===== config.mk =====
export PLATFORM = sky130hd
export DESIGN_NAME = regfile_wb_arbiter
export DESIGN_NICKNAME = d
export VERILOG_FILES = /design/src/rtl/regfile_wb_arbiter_pkg.sv /design/src/rtl/regfile_wb_arbiter_slot.sv /design/src/rtl/regfile_wb_arbiter.sv
export SDC_FILE = /design/constraint.sdc
export NUM_CORES = 1
export LEC_CHECK = 0
export ABC_AREA = 1
export CAP_MARGIN = 0
export CORE_MARGIN = 5
export CORE_UTILIZATION = 45
export CTS_CLUSTER_DIAMETER = 150
export DETAILED_ROUTE_END_ITERATION = 6
export PLACE_DENSITY = 0.77
export SETUP_SLACK_MARGIN = 0.02
export SYNTH_ARGS = -nofsm -noshare
export SYNTH_HDL_FRONTEND = slang
export SYNTH_SLANG_ARGS = --single-unit

===== constraint.sdc =====
create_clock -name clk -period 1.5 [get_ports clk]
set_input_delay 0.375 -clock clk [delete_from_list [all_inputs] [get_ports clk]]
set_output_delay 0.375 -clock clk [all_outputs]
set_load 0.03 [all_outputs]

===== src/rtl/regfile_wb_arbiter_pkg.sv =====
// Shared widths, source indices and the writeback request payload for the
// register-bank writeback arbiter.
package regfile_wb_arbiter_pkg;

    localparam int unsigned XLEN       = 32;
    localparam int unsigned AMOUNT     = 16;
    localparam int unsigned ADDRESSLEN = 4;

    localparam int unsigned SRC_ALU  = 0;
    localparam int unsigned SRC_LOAD = 1;

    typedef struct packed {
        logic [ADDRESSLEN-1:0] rd;
        logic [XLEN-1:0]       data;
    } wb_req_t;

endpackage


===== src/rtl/regfile_wb_arbiter_slot.sv =====
// Single-entry writeback holding slot: full flag, payload and a "younger than
// the other slot" age bit.
module wb_slot #(
    parameter int unsigned XLEN       = 32,
    parameter int unsigned ADDRESSLEN = 4
) (
    input  logic                  clk,
    input  logic                  reset,
    input  logic                  load,
    input  logic                  clear,
    input  logic [ADDRESSLEN-1:0] in_rd,
    input  logic [XLEN-1:0]       in_data,
    input  logic                  other_full,
    input  logic                  other_grant,
    output logic                  full,
    output logic                  young,
    output logic [ADDRESSLEN-1:0] rd,
    output logic [XLEN-1:0]       data
);

    logic                  full_q, full_d;
    logic                  young_q, young_d;
    logic [ADDRESSLEN-1:0] rd_q, rd_d;
    logic [XLEN-1:0]       data_q, data_d;

    // Younger only if the other slot keeps an older entry across this edge.
    always_comb begin
        full_d  = full_q;
        young_d = young_q;
        rd_d    = rd_q;
        data_d  = data_q;
        if (load) begin
            full_d  = 1'b1;
            young_d = other_full & ~other_grant;
            rd_d    = in_rd;
            data_d  = in_data;
        end else begin
            if (clear) begin
                full_d  = 1'b0;
                young_d = 1'b0;
            end
            if (other_grant) begin
                young_d = 1'b0;
            end
        end
    end

    always_ff @(posedge clk) begin
        if (reset) begin
            full_q  <= 1'b0;
            young_q <= 1'b0;
            rd_q    <= '0;
            data_q  <= '0;
        end else begin
            full_q  <= full_d;
            young_q <= young_d;
            rd_q    <= rd_d;
            data_q  <= data_d;
        end
    end

    assign full  = full_q;
    assign young = young_q;
    assign rd    = rd_q;
    assign data  = data_q;

endmodule


===== src/rtl/regfile_wb_arbiter.sv =====
// Arbitrates the register bank's single write port between the ALU and load
// writeback sources, oldest slot first, and exports the pending-write bitmap.
module regfile_wb_arbiter
    import regfile_wb_arbiter_pkg::*;
#(
    parameter int unsigned XLEN       = regfile_wb_arbiter_pkg::XLEN,
    parameter int unsigned AMOUNT     = regfile_wb_arbiter_pkg::AMOUNT,
    parameter int unsigned ADDRESSLEN = regfile_wb_arbiter_pkg::ADDRESSLEN,
    parameter int unsigned ZERO_DROP  = 1
) (
    input  logic                  clk,
    input  logic                  reset,
    input  logic [1:0]            req_valid,
    input  logic [ADDRESSLEN-1:0] req_rd0,
    input  logic [XLEN-1:0]       req_data0,
    input  logic [ADDRESSLEN-1:0] req_rd1,
    input  logic [XLEN-1:0]       req_data1,
    output logic [1:0]            req_ready,
    output logic                  wb_en,
    output logic [ADDRESSLEN-1:0] wb_rd,
    output logic [XLEN-1:0]       wb_data,
    output logic [AMOUNT-1:0]     pending
);

    logic [1:0]            full, young, grant_c, load_c, drop_c;
    logic [ADDRESSLEN-1:0] slot_rd [2];
    logic [XLEN-1:0]       slot_data [2];
    logic [ADDRESSLEN-1:0] in_rd [2];
    logic [XLEN-1:0]       in_data [2];

    logic                  rr_q, rr_d;
    logic                  wb_en_q, wb_en_d;
    logic [ADDRESSLEN-1:0] wb_rd_q, wb_rd_d;
    logic [XLEN-1:0]       wb_data_q, wb_data_d;
    logic [AMOUNT-1:0]     pending_c;

    assign in_rd[SRC_ALU]    = req_rd0;
    assign in_rd[SRC_LOAD]   = req_rd1;
    assign in_data[SRC_ALU]  = req_data0;
    assign in_data[SRC_LOAD] = req_data1;

    // Age first, then same-rd keeps the ALU ahead of the load, then round robin.
    always_comb begin
        grant_c = 2'b00;
        rr_d    = rr_q;
        case (full)
            2'b01: grant_c = 2'b01;
            2'b10: grant_c = 2'b10;
            2'b11: begin
                if (young[0] != young[1]) begin
                    grant_c = young[0] ? 2'b10 : 2'b01;
                end else if (slot_rd[0] == slot_rd[1]) begin
                    grant_c = 2'b01;
                end else begin
                    grant_c = rr_q ? 2'b10 : 2'b01;
                    rr_d    = ~rr_q;
                end
            end
            default: grant_c = 2'b00;
        endcase
    end

    assign req_ready = reset ? 2'b00 : (~full | grant_c);

    always_comb begin
        for (int i = 0; i < 2; i++) begin
            drop_c[i] = (ZERO_DROP != 0) && (in_rd[i] == '0);
            load_c[i] = req_valid[i] & req_ready[i] & ~drop_c[i];
        end
    end

    for (genvar g = 0; g < 2; g++) begin : g_slot
        wb_slot #(
            .XLEN       (XLEN),
            .ADDRESSLEN (ADDRESSLEN)
        ) u_slot (
            .clk         (clk),
            .reset       (reset),
            .load        (load_c[g]),
            .clear       (grant_c[g]),
            .in_rd       (in_rd[g]),
            .in_data     (in_data[g]),
            .other_full  (full[1-g]),
            .other_grant (grant_c[1-g]),
            .full        (full[g]),
            .young       (young[g]),
            .rd          (slot_rd[g]),
            .data        (slot_data[g])
        );
    end

    always_comb begin
        wb_en_d   = |grant_c;
        wb_rd_d   = wb_rd_q;
        wb_data_d = wb_data_q;
        if (grant_c[1]) begin
            wb_rd_d   = slot_rd[1];
            wb_data_d = slot_data[1];
        end else if (grant_c[0]) begin
            wb_rd_d   = slot_rd[0];
            wb_data_d = slot_data[0];
        end
    end

    always_ff @(posedge clk) begin
        if (reset) begin
            rr_q      <= 1'b0;
            wb_en_q   <= 1'b0;
            wb_rd_q   <= '0;
            wb_data_q <= '0;
        end else begin
            rr_q      <= rr_d;
            wb_en_q   <= wb_en_d;
            wb_rd_q   <= wb_rd_d;
            wb_data_q <= wb_data_d;
        end
    end

    // Every register with a write still in flight, for decode RAW stalls.
    always_comb begin
        pending_c = '0;
        for (int unsigned r = 0; r < AMOUNT; r++) begin
            if ((full[0] && slot_rd[0] == ADDRESSLEN'(r)) ||
                (full[1] && slot_rd[1] == ADDRESSLEN'(r)) ||
                (wb_en_q && wb_rd_q == ADDRESSLEN'(r))) begin
                pending_c[r] = 1'b1;
            end
        end
    end

    assign wb_en   = wb_en_q;
    assign wb_rd   = wb_rd_q;
    assign wb_data = wb_data_q;
    assign pending = pending_c;

endmodule


# Yosys cells after proc, flatten, opt, wreduce, memory -nomap -nowiden
# Cells that the tools add are included.
[totals]
register_bits = 114
latch_bits = 0
ram_bits = 0
romBits = 0
inputBits = 76
out_inout_bits = 55
wordCells = 203
n_memories = 0
[classes]
addsub = 0
n_mul = 0
n_div = 0
magnitude_cmp = 0
n_eq_ne = 50
shifts = 0
muxes = 34
bitwise_logic = 15
n_reduce_logical = 92
[op_table]
columns = ["cell", "count"]
rows = [
  ["equality test 4 bit (second input constant)", 24],
  ["2-to-1 mux 32 bit", 2],
  ["equality test 4 x 3 -> 1 bit (second input constant)", 12],
  ["logical AND 1 bit", 48],
  ["logical OR 1 bit", 32],
  ["equality test 4 x 2 -> 1 bit (second input constant)", 6],
  ["2-to-1 mux 1 bit", 24],
  ["logical NOT 4 bit", 5],
  ["equality test 4 x 1 -> 1 bit (second input constant)", 3],
  ["2-to-1 mux 2 bit", 5],
  ["2-to-1 mux 4 bit", 2],
  ["NOT 1 bit", 7],
  ["bitwise AND 1 bit", 6],
  ["case mux 2 bit (3 select lines)", 1],
  ["nonzero test 2 bit", 3],
  ["nonzero test 3 bit", 2],
  ["equality test 2 bit (second input constant)", 2],
  ["equality test 4 bit", 1],
  ["AND reduction 3 bit", 1],
  ["equality test 2 x 1 -> 1 bit (second input constant)", 1],
  ["NOT 2 bit", 1],
  ["bitwise OR 2 bit", 1],
  ["OR reduction 2 bit", 1],
  ["!= test 1 bit", 1],
]

# Longest topological paths before layout
[logic_depth]
ltp_word = 9
ltp_mapped = 14
mapped_depth_nobuf = 12

# Modules after synthesis
# Synthesis repeated with hierarchy kept, for this count alone.
[hier_totals]
cells_unflattened = 792
area_unflattened_um2 = 5397.7
[modules_own_cells]
columns = ["mod", "n_inst", "cells_per_inst", "area_each_um2", "seq_area_each_um2"]
rows = [
  ["wb_slot", 2, 167, 1357.6, 760.7],
  ["regfile_wb_arbiter", 1, 458, 2682.6, 760.7],
]

# Worst setup path before layout
# Ideal clock, no wire load.
[synth_timing]
path_kind = "register -> output"
from = "reg wb_en_q (netlist: wb_en)"
to = "out pending[10]"
arrival_ps = 1465
required_ps = 1125
slack_ps = -340
stages_incl_launch_ff = 6
path_buffers = 1
path_cell_list = "dfxtp_1 clkbuf_1 inv_1 nor3_1 nand2_1 nand3_1"
[synth_via]
elab_chain_cells = 3
[synth_rtl]
columns = ["item", "line_no", "rtl"]
rows = [
  ["start: declaration", "regfile_wb_arbiter.sv:32", "logic wb_en_q, wb_en_d;"],
  ["start signal: assignment", "regfile_wb_arbiter.sv:113", "wb_en_q <= wb_en_d;"],
  ["logical AND 1 bit", "regfile_wb_arbiter.sv:125", "(wb_en_q && wb_rd_q == ADDRESSLEN'(r))) begin"],
  ["logical OR 1 bit", "regfile_wb_arbiter.sv:124", "(full[1] && slot_rd[1] == ADDRESSLEN'(r)) ||"],
  ["2-to-1 mux 1 bit", "regfile_wb_arbiter.sv:123", "if ((full[0] && slot_rd[0] == ADDRESSLEN'(r)) ||"],
  ["end: declaration", "regfile_wb_arbiter.sv:22", "output logic [AMOUNT-1:0] pending"],
]
# Every way passes these cells.

# Worst setup path after layout
[layout_timing]
from = "reg g_slot[1].u_slot.rd_q[1]"
to = "out req_ready[0]"
[layout_via]
elab_chain_cells = 6
[layout_rtl]
columns = ["item", "line_no", "rtl"]
rows = [
  ["start: declaration", "regfile_wb_arbiter_slot.sv:23", "logic [ADDRESSLEN-1:0] rd_q, rd_d;"],
  ["start signal: assignment", "regfile_wb_arbiter_slot.sv:57", "rd_q <= rd_d;"],
  ["equality test 4 bit", "regfile_wb_arbiter.sv:52", "end else if (slot_rd[0] == slot_rd[1]) begin"],
  ["2-to-1 mux 2 bit", "regfile_wb_arbiter.sv:52", ""],
  ["2-to-1 mux 2 bit", "regfile_wb_arbiter.sv:50", "if (young[0] != young[1]) begin"],
  ["case mux 2 bit (3 select lines)", "regfile_wb_arbiter.sv:46", "case (full)"],
  ["bitwise OR 2 bit", "regfile_wb_arbiter.sv:63", "assign req_ready = reset ? 2'b00 : (~full | grant_c);"],
  ["2-to-1 mux 2 bit", "regfile_wb_arbiter.sv:63", ""],
  ["end: declaration", "regfile_wb_arbiter.sv:18", "output logic [1:0] req_ready,"],
]
# Every way passes these cells.

==> results.yml <==
placement:
  place.gp.congestion: 0.860
  port_buffers: 130
  dp_hpwl_um: 10900
yosys:
  yosys.area.top_type: "dfxtp_1"
  synth_fp_nets: 965
  ys_ff_latch: 114
  yosysSeqAreaShare_pct: 42.2
  yosys_warnings: 0
  synth_area_per_cell_um2: 6.08
  synth.distinct_cells: 21
  netlist_instances: 889
  synthTopCellsByArea: "dfxtp_1 42%, nor2_1 19%, nand2_1 18%, nand3_1 7.4%, inv_1 6.0%"
  synth_top_area_share_pct: 42.2
  syn_area_mm2: 0.00541
worst_setup_path:
  critPathKind: "reg2out"
  crit_path_start_kind: "flip-flop"
  critPathArrivalTime_ns: 1.80
  end_kind: "primary output"
  path_max_fanout: 3
  worst_r2r_path_depth: 15
  crit_required_ns: 1.12
finish:
  area_growth_pct: 78.1
  final_nets: 1168
  fillers: 710
  multi_input_area_mm2: 0.00344
  layout-drive-gt1-share_pct: 36.9
  seq_area_mm2: 0.00232
outcome:
  status: "finished, violations left"
  violations: "design-rule violations, negative setup slack"
sta:
  fin_crit_ns: 2.18
  hold_viol: 0
  skew_ns: 0.00892
  setup-tns-final_ns: -60.80
  max_freq_mhz: 459
  fin_crit_sh_pct: 145
  tightest_slew_ns: 0.321
  timing.final.ws_setup_ns: -0.679
  drv_slew: 0
  rsz0062_at_grt: "yes"
  slew_headroom_pct: 78.5
  setup_viol: 130
global_routing:
  antenna_found_initial: 1
  grt_overflow_total: 0
  grt_max_degree: 31
  grt_pass1_wl_um: 32100
  grt_pass1_vias: 6428
  grt_usage_pct: 28.2
die:
  core_mm2: 0.0119
  dieArea_mm2: 0.0143
  initial_core_util_pct: 45.4
  fp.dieW_um: 120
  ios: 131
  chipHeight_um: 120
  rows: 40
hold_path:
  hp-class: "reg2reg"
  whs_path_depth: 2
clocking:
  clock_latency_ns: 0.42
  hold_buffers: 0
  clockBufferDepth: 2
  cts_buffers: 17
  cts_tree: "yes"
  h-tree-depth: 4
  cts.sinks: 114
  cts.clk_slew.worst_paths_ns: 0.06
  cts-root-buf: "clkbuf_16"
power:
  vdd_drop_max_mv: 0.670
  power_density_mw_per_mm2: 1090
  leakagePower_nw: 4.62
  finalPower_mw: 10.5
route:
  routed_wl_um: 22900
  first_iter_violations: 609
  drtAntennaViolNets: 0
  vias_per_cell: 5.46
  dr.pass1.iters: 7
  wl_per_cell_um: 18.3
  drc: 1
  vias: 6840
run:
  max_cap_violations: 0
path summary, 6_finish.rpt:
path | startpoint | end | slack, ns
setup / recovery | g_slot[1].u_slot.rd[1]$_SDFFE_PP0P_ | req_ready[0] | -0.68
hold / removal | wb_data[31]$_SDFFE_PP0P_ | wb_data[31]$_SDFFE_PP0P_ | 0.48
setup reg to reg | g_slot[1].u_slot.rd[1]$_SDFFE_PP0P_ | g_slot[0].u_slot.data[4]$_SDFFE_PP0P_ | -0.61
hold reg to reg | wb_data[31]$_SDFFE_PP0P_ | wb_data[31]$_SDFFE_PP0P_ | 0.48
power by group:
part | internal, mW | switching [mW]
combinational | 0.962 | 1.20
sequential | 3.26 | 0.154
clock | 3.49 | 1.43
cell usage after synthesis:
cell type	instances
buf_4	1
inv_2	5
buf_6	4
dfxtp_1	114
nand4_2	2
nand2_2	2
nand3_1	80
a21oi_1	4
o21ai_2	2
nor2_1	271
nand2_1	265
buf_1	1
nand4_1	1
nor3_1	6
o21ai_0	4
nand3_2	1
clkbuf_1	21
clkinv_1	1
buf_2	16
xnor2_1	1
inv_1	87
repair_timing:
action,4_1_cts,5_1_grt
setup endpoints to repair,167,138
resized for setup,296,140
gates cloned,11,1
setup buffers,21,13
pin swaps,37,40
routing by layer:
metal | global-route usage, % | vias up | share of wire (%)
met5 | 0 | - | 0
met4 | 16.2 | 0 | 7.0
met3 | 5.70 | 156 | 7.5
met2 | 46.8 | 433 | 47
li1 | - | 3088 | -
met1 | 33.9 | 3163 | 38
logic make-up after synthesis:
group	Yosys count	share of synthesized area, %
AND/OR/NAND/NOR	628	46.1
buffers and inverters	136	10.4
flip-flops	114	42.2
AO/OA/AOI/OAI	10	1.06
XOR/XNOR	1	0.162
flip-flops by register name, indices dropped and copies added, names as in the netlist:
name / flops
g_slot.u_slot.data: 64
g_slot.u_slot.full: 2
g_slot.u_slot.rd: 8
g_slot.u_slot.young: 2
rr_q: 1
wb_data: 32
wb_en: 1
wb_rd: 4
final cells by class:
cell class / count / area share (%)
tap: 147 / 1.91
sequential: 114 / 24.1
clock inverter: 9 / 2.31
clock buffer: 22 / 5.13
inverter: 93 / 3.82
timing repair buffer: 227 / 27.0
multi-input combinational: 639 / 35.7
antenna: 1 / 0.0260
metrics by stage:
stage / area (um^2) / setup WS, ns / util (%) / hold slack [ns] / instances
detailed placement: 7370 / -0.270 / 61.8 / 0.446 / 1186
CTS: 9200 / -0.516 / 77.2 / 0.477 / 1246
global route: 9630 / -0.735 / 80.9 / 0.511 / 1252
global placement: 7370 / -0.259 / 61.8 / 0.450 / 1186
finish: 9630 / -0.679 / 80.9 / 0.481 / 1252
floorplan: 5540 / -0.0217 / - / 0.437 / 889
placed cells by master, fill, tap and decap left out, types with 7 or more instances in the layout:
cell type        synthesis  routed
dfxtp_4                  0       8
nand2_1                265     180
nand2_2                  2      61
clkdlybuf4s50_1          0      75
nand3_2                  1      39
bufinv_16                0       7
buf_6                    4      39
inv_2                    5       9
clkbuf_16                0      18
nor2_1                 271     221
dfxtp_1                114      99
buf_12                   0      18
nand3_1                 80      38
buf_16                   0       8
clkdlybuf4s15_2          0      27
dfxtp_2                  0       7
nor2_4                   0      14
buf_2                   16      10
nor2_2                   0      36
inv_1                   87      76
nand2_4                  0      26
inv_4                    0       7
buf_4                    1      45
critical path, cell delays in order (launching register included):
cell and delay (ns):
dfxtp_4 0.38, inv_4 0.04, nand2_1 0.08, nand2_1 0.07
nor2_2 0.17, nand2_2 0.11, nand3_4 0.11, nand2_4 0.07
nand2_4 0.08, inv_4 0.04, nor2_4 0.08, buf_6 0.13
Note: power is estimated with default switching activity, not from simulation.
